$ cat config.mk
export PLATFORM = sky130hd
export DESIGN_NAME = idli_sqi_resp_m
export DESIGN_NICKNAME = d
export VERILOG_FILES = /design/src/rtl/idli_pkg.sv /design/src/rtl/idli_sqi_resp_m.sv
export SDC_FILE = /design/constraint.sdc
export NUM_CORES = 1
export LEC_CHECK = 0
export ABC_AREA = 1
export CORE_ASPECT_RATIO = 0.7
export CORE_MARGIN = 5
export CORE_UTILIZATION = 26
export DETAILED_ROUTE_END_ITERATION = 10
export DONT_BUFFER_PORTS = 1
export PLACE_DENSITY_LB_ADDON = 0.12
export SLEW_MARGIN = 10
export SYNTH_ARGS = -nofsm -noshare
export SYNTH_HDL_FRONTEND = slang
export SYNTH_SLANG_ARGS = --single-unit
$ cat constraint.sdc
create_clock -name i_resp_gck -period 1.5 [get_ports i_resp_gck]
set_clock_uncertainty 0.05 [all_clocks]
set_input_delay 0.3 -clock i_resp_gck [delete_from_list [all_inputs] [get_ports i_resp_gck]]
set_output_delay 0.3 -clock i_resp_gck [all_outputs]
set_load 0.005 [all_outputs]
$ cat src/rtl/idli_pkg.sv
// -----------------------------------------------------------------------------
// idli_pkg
// Shared definitions for the SQI responder: the two recognised command bytes
// and the responder state encoding.
// -----------------------------------------------------------------------------
package idli_pkg;

  localparam logic [7:0] SQI_CMD_WRITE = 8'h02;
  localparam logic [7:0] SQI_CMD_READ  = 8'h03;

  typedef enum logic [2:0] {
    ST_CMD,
    ST_ADDR,
    ST_DUMMY,
    ST_DATA,
    ST_IGNORE
  } resp_state_e;

endpackage

$ cat src/rtl/idli_sqi_resp_m.sv
// -----------------------------------------------------------------------------
// idli_sqi_resp_m
// SQI (quad SPI) responder bridging a 4-bit serial link to a byte-wide
// backing store. A transaction is: 2 command nibbles, ADDR_W/4 address
// nibbles (MSB first), DUMMY_CYCLES dummy nibbles (reads only), then an
// unbounded stream of data nibbles, high nibble of each byte first.
//
// Ports
//   i_resp_gck          SQI clock; all logic on its rising edge
//   i_resp_rst          synchronous active-high reset (wins over everything)
//   i_resp_cs           1 = deselected / abort, 0 = selected
//   i_resp_wr_data      nibble from the initiator
//   o_resp_rd_data      nibble to the initiator (valid while o_resp_oe=1)
//   o_resp_oe           1 = responder drives SIO
//   o_resp_mem_addr     backing-store byte address (address register)
//   i_resp_mem_rd_data  byte at o_resp_mem_addr, combinational
//   o_resp_mem_wr_en    write strobe, taken by the store on this rising edge
//   o_resp_mem_wr_data  byte to write
// -----------------------------------------------------------------------------
module idli_sqi_resp_m
  import idli_pkg::*;
#(
  parameter int DUMMY_CYCLES = 2,
  parameter int ADDR_W       = 16
) (
  input  logic              i_resp_gck,
  input  logic              i_resp_rst,
  input  logic              i_resp_cs,
  input  logic [3:0]        i_resp_wr_data,
  output logic [3:0]        o_resp_rd_data,
  output logic              o_resp_oe,
  output logic [ADDR_W-1:0] o_resp_mem_addr,
  input  logic [7:0]        i_resp_mem_rd_data,
  output logic              o_resp_mem_wr_en,
  output logic [7:0]        o_resp_mem_wr_data
);

  localparam int ADDR_NIBS  = ADDR_W / 4;
  localparam int CNT_MAX    = (ADDR_NIBS > DUMMY_CYCLES) ?
                              ((ADDR_NIBS > 2) ? ADDR_NIBS : 2) :
                              ((DUMMY_CYCLES > 2) ? DUMMY_CYCLES : 2);
  localparam int CNT_W      = $clog2(CNT_MAX + 1);
  localparam int DUMMY_LAST = (DUMMY_CYCLES > 0) ? DUMMY_CYCLES - 1 : 0;

  resp_state_e       state_q,  state_d;
  logic [CNT_W-1:0]  cnt_q,    cnt_d;
  logic [ADDR_W-1:0] addr_q,   addr_d;
  logic              phase_q,  phase_d;   // 0 = high nibble, 1 = low nibble
  logic [3:0]        hi_nib_q, hi_nib_d;  // command high nibble / write high half
  logic              cmd_rd_q, cmd_rd_d;  // 1 = read transaction

  // NOTE: every signal written here gets a default first, so no path leaves
  // it unassigned and no latch is inferred.
  always_comb begin
    state_d  = state_q;
    cnt_d    = cnt_q;
    addr_d   = addr_q;
    phase_d  = phase_q;
    hi_nib_d = hi_nib_q;
    cmd_rd_d = cmd_rd_q;

    if (i_resp_cs) begin
      // Deselect aborts anything in flight, including a half-written byte.
      state_d = ST_CMD;
      cnt_d   = '0;
      phase_d = 1'b0;
    end else begin
      case (state_q)
        ST_CMD: begin
          if (cnt_q == '0) begin
            hi_nib_d = i_resp_wr_data;
            cnt_d    = CNT_W'(1);
          end else begin
            cnt_d   = '0;
            phase_d = 1'b0;
            case ({hi_nib_q, i_resp_wr_data})
              SQI_CMD_READ: begin
                cmd_rd_d = 1'b1;
                state_d  = ST_ADDR;
              end
              SQI_CMD_WRITE: begin
                cmd_rd_d = 1'b0;
                state_d  = ST_ADDR;
              end
              default: state_d = ST_IGNORE;
            endcase
          end
        end

        ST_ADDR: begin
          addr_d = {addr_q[ADDR_W-5:0], i_resp_wr_data};
          if (cnt_q == CNT_W'(ADDR_NIBS - 1)) begin
            cnt_d = '0;
            if (cmd_rd_q && (DUMMY_CYCLES > 0)) state_d = ST_DUMMY;
            else                                state_d = ST_DATA;
          end else begin
            cnt_d = cnt_q + CNT_W'(1);
          end
        end

        ST_DUMMY: begin
          if (cnt_q == CNT_W'(DUMMY_LAST)) begin
            cnt_d   = '0;
            state_d = ST_DATA;
          end else begin
            cnt_d = cnt_q + CNT_W'(1);
          end
        end

        ST_DATA: begin
          // Same byte cadence for read and write: the address moves on once
          // both halves of the current byte have crossed the link.
          phase_d = ~phase_q;
          if (!phase_q) begin
            if (!cmd_rd_q) hi_nib_d = i_resp_wr_data;
          end else begin
            addr_d = addr_q + ADDR_W'(1);
          end
        end

        ST_IGNORE: ;

        default: state_d = ST_CMD;
      endcase
    end
  end

  // NOTE: state flops use non-blocking assignments so every flop samples the
  // pre-edge values of the others, independent of statement order.
  always_ff @(posedge i_resp_gck) begin
    if (i_resp_rst) begin
      state_q  <= ST_CMD;
      cnt_q    <= '0;
      addr_q   <= '0;
      phase_q  <= 1'b0;
      hi_nib_q <= 4'h0;
      cmd_rd_q <= 1'b1;
    end else begin
      state_q  <= state_d;
      cnt_q    <= cnt_d;
      addr_q   <= addr_d;
      phase_q  <= phase_d;
      hi_nib_q <= hi_nib_d;
      cmd_rd_q <= cmd_rd_d;
    end
  end

  assign o_resp_mem_addr    = addr_q;
  assign o_resp_oe          = (state_q == ST_DATA) && cmd_rd_q;
  assign o_resp_rd_data     = phase_q ? i_resp_mem_rd_data[3:0] : i_resp_mem_rd_data[7:4];
  // Strobe is masked by deselect and by reset so an abort can never commit.
  assign o_resp_mem_wr_en   = (state_q == ST_DATA) && !cmd_rd_q && phase_q &&
                              !i_resp_cs && !i_resp_rst;
  assign o_resp_mem_wr_data = {hi_nib_q, i_resp_wr_data};

endmodule

==> results of run 1 <==
through the flow:
step	util, %	instances	setup slack, ps	power, mW
after CTS	33.53	452	-130.6	1.997
after global routing	39.47	468	-191.6	2.282
final	39.47	468	-96.74	2.152
after detailed placement	30.94	441	-49.14	1.299
after global placement	30.94	441	3.382	1.298
after floorplan	-	324	100.1	1.194
worst reg2reg max path: stages (launching register included):
cell,delay [ps]
dfxtp_2,410
nand2_4,80
buf_12,130
inv_8,50
buf_6,110
o211ai_4,130
clkbuf_16,220
o21ai_1,160
a21oi_2,70
cells in the mapped netlist, types with 2 or more instances:
cell / n
buf_2: 3
nand2_2: 2
clkbuf_1: 2
o21ai_1: 6
inv_2: 3
nand3_1: 24
nor2_2: 2
nor2_1: 46
dfxtp_1: 28
ha_1: 6
a21oi_1: 25
nand2_1: 93
nand2_4: 2
buf_6: 3
inv_1: 41
a31oi_1: 2
nor2_4: 2
buf_4: 4
o21ai_0: 16
nand4_1: 2
cell usage in the layout (no fill, tap or decap), types with 2 or more instances in the layout:
master         netlist  routed
inv_2                3       5
buf_4                4      40
clkbuf_16            0       3
ha_2                 0       2
nand4_1              2       2
dlygate4sd3_1        0       2
clkbuf_8             0       3
nand3_1             24      22
nor2_2               2       3
o21ai_0             16      10
buf_12               0       4
nor2_4               2      11
a21oi_1             25      10
nand2_4              2       3
nand2_1             93      83
buf_6                3       5
nand3_4              0       2
a21oi_2              1      15
inv_4                1       3
ha_4                 0       2
inv_1               41      36
a31oi_1              2       2
ha_1                 6       2
dfxtp_1             28      17
nand2_2              2      10
dfxtp_2              0       9
dfxtp_4              0       2
nor2_1              46      36
o21ai_1              6      11
logic make-up (layout without fill, tap and decap cells):
family,Yosys count,in the layout,share of synthesized area (%)
AND/OR/NAND/NOR,177,177,38.72
buffers and inverters,57,103,13.01
AO/OA/AOI/OAI,54,54,15.29
flip-flops,28,28,28.30
adder cells (fa/ha/maj),6,6,3.790
XOR/XNOR,2,2,0.8846
worst paths after layout:
| check | slack, ps | endpoint | startpoint | depth (start not counted) |
|---|---|---|---|---|
| hold reg to reg | 480 | hi_nib_q[2] | hi_nib_q[2] | 2 |
| hold / removal | 20 | o_resp_mem_addr[15] | i_resp_rst | 1 |
| setup reg to reg | -40 | o_resp_mem_addr[7] | state_q[0] | 8 |
| setup / recovery | -100 | o_resp_mem_wr_en | state_q[0] | 5 |
routing by layer:
layer  wire length [microns]  vias to the layer above
met5                       0                        -
met1                    3389                      975
li1                        -                     1116
met4                      41                        0
met2                    2546                       65
met3                     512                        2
cell type report:
class / count / area (sq um) / area share, %
clock buffer: 3 / 41.29 / 1.423
clock inverter: 1 / 30.03 / 1.035
inverter: 45 / 183.9 / 6.339
multi-input combinational: 239 / 1413 / 48.68
sequential: 28 / 579.3 / 19.97
tap: 98 / 122.6 / 4.226
timing repair buffer: 54 / 531.8 / 18.33
registers in the layout, indices dropped and copies added, names as in the netlist:
name and count:
o_resp_mem_addr 16, cmd_rd_q 1, hi_nib_q 4, state_q 3
cnt_q 3, phase_q 1
power groups by stage:
stage | logic (mW) | registers [mW] | clock network, mW
3_5_place_dp | 0.449 | 0.850 | 0
4_1_cts | 0.501 | 0.835 | 0.661
2_1_floorplan | 0.346 | 0.848 | 0
6_report | 0.672 | 0.843 | 0.636
3_3_place_gp | 0.449 | 0.849 | 0
5_1_grt | 0.738 | 0.853 | 0.691
timing repair:
item                       CTS  global route
gates cloned                 0             4
resized for setup           14            83
pin swaps                    2            24
setup endpoints to repair   13            27
hold endpoints to repair     0            10
setup buffers                7            11
hold buffers                 0             2
==> qor.yml, run 1 <==
crit_buf_inv: 1
placedInstanceArea_sq_um: 2275
p_switching_mw: 0.7161
nets: 392
clkSinkCount: 28
holdWs_ps: 17.01
dieArea_sq_um: 9491
initial_utilization_pct: 26.94
synthesis.nets: 345
arrival_ps: 1250
synth_edf_count: 0
hpwl_microns: 4399
grt_pass1_vias: 1927
met2_usage_pct: 18.01
p_leak_nw: 1.141
p_int_mw: 1.435
avgViaCountPerCell: 4.611
dr.pass1.iters: 4
vdd_drop_max_uv: 387.7
comb_power_share_pct: 31.2
cts_tree: "yes"
antenna_cells: 0
grt_max_degree: 27
synth_largest_area_cell: "dfxtp_1"
layout_min_cycle_time_ps: 1597
top_usage_layer: "met1"
grtUsageMet3_pct: 3.561
htree_num_levels: 1
synth_area_sq_um: 1981
syn_to_final_growth_pct: 46.49
path_class: "flop to primary output"
worstPathRequired_ps: 1150
clk_latency_ps: 290
syn_avg_cell_area_sq_um: 6.113
core_area_sq_um: 7352
cp_top_family: "flip-flops"
grt_usage_pct: 12.66
vias: 2158
use_met1_pct: 19.07
rsz0062_at_grt: "true"
synth_cells: 324
wl_per_cell_microns: 13.87
drc: 0
setup_slack_ps: -96.74
synth_top_flop_cell: "dfxtp_1"
p_per_area_nw_per_um2: 741.5
root_buffer: "clkbuf_8"
yosys.cell_types.count: 32
grt.overflow.total: 0
p_seq_share_pct: 39.2
globalplace.congestion: 0.7505
wl_microns: 6489
drt_iter0_markers: 152
io_buffer_count: 0
violations: "negative setup slack"
synth-seq-cells: 28
antenna_found_initial: 0
cts_made_buffers: 3
timing.final.crit_share_pct: 106.4
ys_warn_count: 0
max_cap_violations: 0
slowest_stage: "dfxtp_2"
die_w_microns: 114.3
tns_ps: -401.8
worst_pin_slew_ps: 696.9
cp-end-kind: "primary output"
status: "complete, but fails checks"
drive_gt1_share_pct: 35.95
rows: 26
yosysSeqAreaShare_pct: 28.30
cp_cell_sequence: "nand2_4, nor2_4, nand2_2, nor4_2, buf_4"
critPathLaunchType: "flop"
hp-class: "primary input to flop"
async_flop_share_pct: 0
cp_max_fo: 3
drv_slew: 0
ios: 45
slew_headroom_pct: 53.38
grt_pass1_wl_microns: 9901
path_clk_slew_ps: 110
hold_viol: 0
die_y_microns: 83.03
slowest_delay_ps: 410
postRouteAntennaNets: 0
synth.area.top_cells: "dfxtp_1 28%, nand2_1 18%, nor2_1 8.7%"
clk_path_buf_depth: 2
p_clk_share_pct: 29.6
setup_viol: 15
fmax_mhz: 626.3
fillers: 793
design_area_sq_um: 2902
swShare_pct: 33.28
synth_top_area_share_pct: 28.30
Power figures use the tool's default switching activity.
==> run 2, diff against run 1 <==
--- a/config.mk
+++ b/config.mk
@@ -5,7 +5,6 @@
 export SDC_FILE = /design/constraint.sdc
 export NUM_CORES = 1
 export LEC_CHECK = 0
-export ABC_AREA = 1
 export CORE_ASPECT_RATIO = 0.7
 export CORE_MARGIN = 5
 export CORE_UTILIZATION = 26
==> run 2 against run 1 <==
- the run still ends with negative setup slack left
- die area is 4.5% lower
- worst hold slack better by 15 ps
- final area is 5.3% lower
- synthesized cell count is 24% lower
- register-to-register slack worse by 150 ps
- global-route usage is 1.4 points higher
- non-clock buffer count is 6 higher
- power is 33% lower
- clock-buffer cell count is 1 higher
- critical path depth is 1 lower
- largest cell class unchanged
- sequential share of layout area is 2.3 points higher
- core utilization is 1.1 points lower
==> qor.yml, run 2 <==
status: "complete, but fails checks"
violations: "negative setup slack"
synth_top_flop_cell: "dfxtp_1"
vias: 2012
hold_start: "i_resp_rst"
use_met1_pct: 20.67
setup_viol: 11
drv_slew: 0
wl_per_cell_microns: 16.38
place_ws_ps: -201.5
critPathLaunchType: "flop"
rrSetupSlack_ps: -190
antenna_found_initial: 0
syn_avg_cell_area_sq_um: 7.619
ios: 45
antenna_cells: 0
layout.cells.non_filler: 386
min_to: "o_resp_mem_addr[15]"
grtUsageMet3_pct: 3.946
cts_tree: "yes"
setup_slack_ps: -186.1
die_w_microns: 111.7
clk_path_buf_depth: 2
root_buffer: "clkbuf_8"
wl_microns: 6323
slew_headroom_pct: 78.63
io_buffer_count: 0
async_flop_share_pct: 0
drt_iter0_markers: 106
die_y_microns: 81.18
p_leak_nw: 0.9650
max_cap_violations: 0
nets: 310
core_area_sq_um: 7157
hold_viol: 0
yosys.cell_types.count: 43
tns_ps: -484.5
cp_max_fo: 3
holdWs_ps: 31.73
synth_common_cells: "28 x dfxtp_1, 23 x a21oi_1, 22 x nor2_1"
hp-class: "primary input to flop"
synth_edf_count: 0
synth_largest_area_cell: "dfxtp_1"
grt_pass1_vias: 1932
synth-seq-cells: 28
grt_usage_pct: 14.05
r2r-end: "o_resp_mem_addr[15]"
synth_top_area_share_pct: 29.79
cts_made_buffers: 3
p_per_area_nw_per_um2: 526.1
final_cell_mix: "53 x buf_4, 22 x a21oi_1, 21 x nor2_1"
worstPathRequired_ps: 1660
grt_pass1_wl_microns: 10370
synth_area_sq_um: 1882
globalplace.congestion: 0.7656
timing.final.crit_share_pct: 112.4
largest_reg_flops: 16
syn_to_final_growth_pct: 46.01
yosysSeqAreaShare_pct: 29.79
vdd_drop_max_uv: 376.3
synth.area.top_cells: "dfxtp_1 30%, a21oi_1 6.1%, nor2_1 4.4%"
layout_min_cycle_time_ps: 1686
clkSinkCount: 28
synthesis.nets: 268
r2r_start: "o_resp_mem_addr[3]"
r2r_cells: 4
grt_max_degree: 31
drive_gt1_share_pct: 44.44
rsz0062_at_grt: "true"
arrival_ps: 1850
hpwl_microns: 4559
fmax_mhz: 593.1
clk_latency_ps: 280
ys_warn_count: 0
dr.pass1.iters: 4
drc: 0
rows: 26
path_clk_slew_ps: 100
final_common_cell: "buf_4"
htree_num_levels: 1
avgViaCountPerCell: 5.212
grt.overflow.total: 0
placed_cells: 371
dieArea_sq_um: 9067
synth.most_common_cell: "dfxtp_1"
initial_utilization_pct: 26.29
met2_usage_pct: 20.51
cp-end-kind: "flop"
top_usage_layer: "met1"
postRouteAntennaNets: 0
hold_path_depth: 1
worst_pin_slew_ps: 317.6
path_class: "flop to flop"
synth_cells: 247
[run 2: cell count changes after synthesis, moves of 5 or more]
cell / previous run / this run
nor4b_1: 0 / 5
nand3_1: 24 / 14
a31oi_1: 2 / 7
o21ai_0: 16 / 8
inv_1: 41 / 13
nor4_1: 1 / 9
nand2b_1: 0 / 7
nor3_1: 0 / 10
nand2_1: 93 / 11
nor2_1: 46 / 22
clkbuf_1: 2 / 15
mux2i_1: 0 / 7
[run 2: layout make-up]
| cell class | instances | area (sq um) |
|---|---|---|
| Timing Repair Buffer | 60 | 485.5 |
| Fill cell | 760 | 4409 |
| Inverter | 13 | 48.80 |
| Sequential cell | 28 | 611.8 |
| Clock buffer | 4 | 55.05 |
| Multi-Input combinational cell | 183 | 1424 |
| Tap cell | 98 | 122.6 |
[run 2: cell families (layout without fill, tap and decap cells)]
group | after synthesis | in the layout | synth area share, %
muxes | 11 | 11 | 6.117
DFF | 28 | 28 | 29.79
AOI/OAI and AO/OA | 66 | 66 | 22.41
and+or+nand+nor | 100 | 100 | 29.45
adders and majority gates | 6 | 6 | 3.989
buffers and inverters | 36 | 77 | 8.245
[run 2: through the flow]
step / cell area, sq um / util [%] / total power [mW]
3_3_place_gp: 2325 / 32.48 / 0.9323
6_report: 2748 / 38.39 / 1.446
3_5_place_dp: 2325 / 32.48 / 0.9304
2_1_floorplan: 1946 / - / 0.9050
5_1_grt: 2748 / 38.39 / 1.517
4_1_cts: 2515 / 35.14 / 1.440
[run 2: worst max-delay path: stages, from the launching register on]
cell and delay (ps):
dfxtp_4 380, nand4_4 120, or4_4 540, or4_1 400, a31oi_1 130
[run 2: per-layer routing]
metal | vias to the layer above | share of wire (%)
met5 | - | 0
met4 | 0 | 0.49
met3 | 2 | 7.4
met2 | 61 | 41
met1 | 956 | 51
li1 | 993 | -
[run 2: worst max path at each step]
| stage | start | end | slack [ps] | depth (start not counted) |
|---|---|---|---|---|
| final | o_resp_mem_addr[3] | o_resp_mem_addr[15] | -190 | 4 |
| after detailed placement | o_resp_mem_addr[7] | o_resp_mem_addr[15] | -200 | 4 |
| after floorplan | o_resp_mem_addr[11] | o_resp_mem_addr[15] | -120 | 4 |
| after global placement | o_resp_mem_addr[7] | o_resp_mem_addr[15] | -220 | 4 |
| after CTS | o_resp_mem_addr[1] | o_resp_mem_addr[15] | -190 | 4 |
| after global routing | o_resp_mem_addr[1] | o_resp_mem_addr[15] | -240 | 4 |
[run 2: repair_timing]
item                                    CTS  global route
pin swaps                                 7            10
buffers inserted                          6             5
cloned                                    0             0
endpoints found under the setup margin   22            30
gates resized for setup                  26            40
hold buffers                              0             0
[run 2: power breakdown]
group / switching [mW] / internal [mW] / leakage (nW)
sequential: 0.0167 / 0.744 / 0.240
clock: 0.249 / 0.235 / 0.0288
combinational: 0.0939 / 0.106 / 0.696
total: 0.360 / 1.09 / 0.965
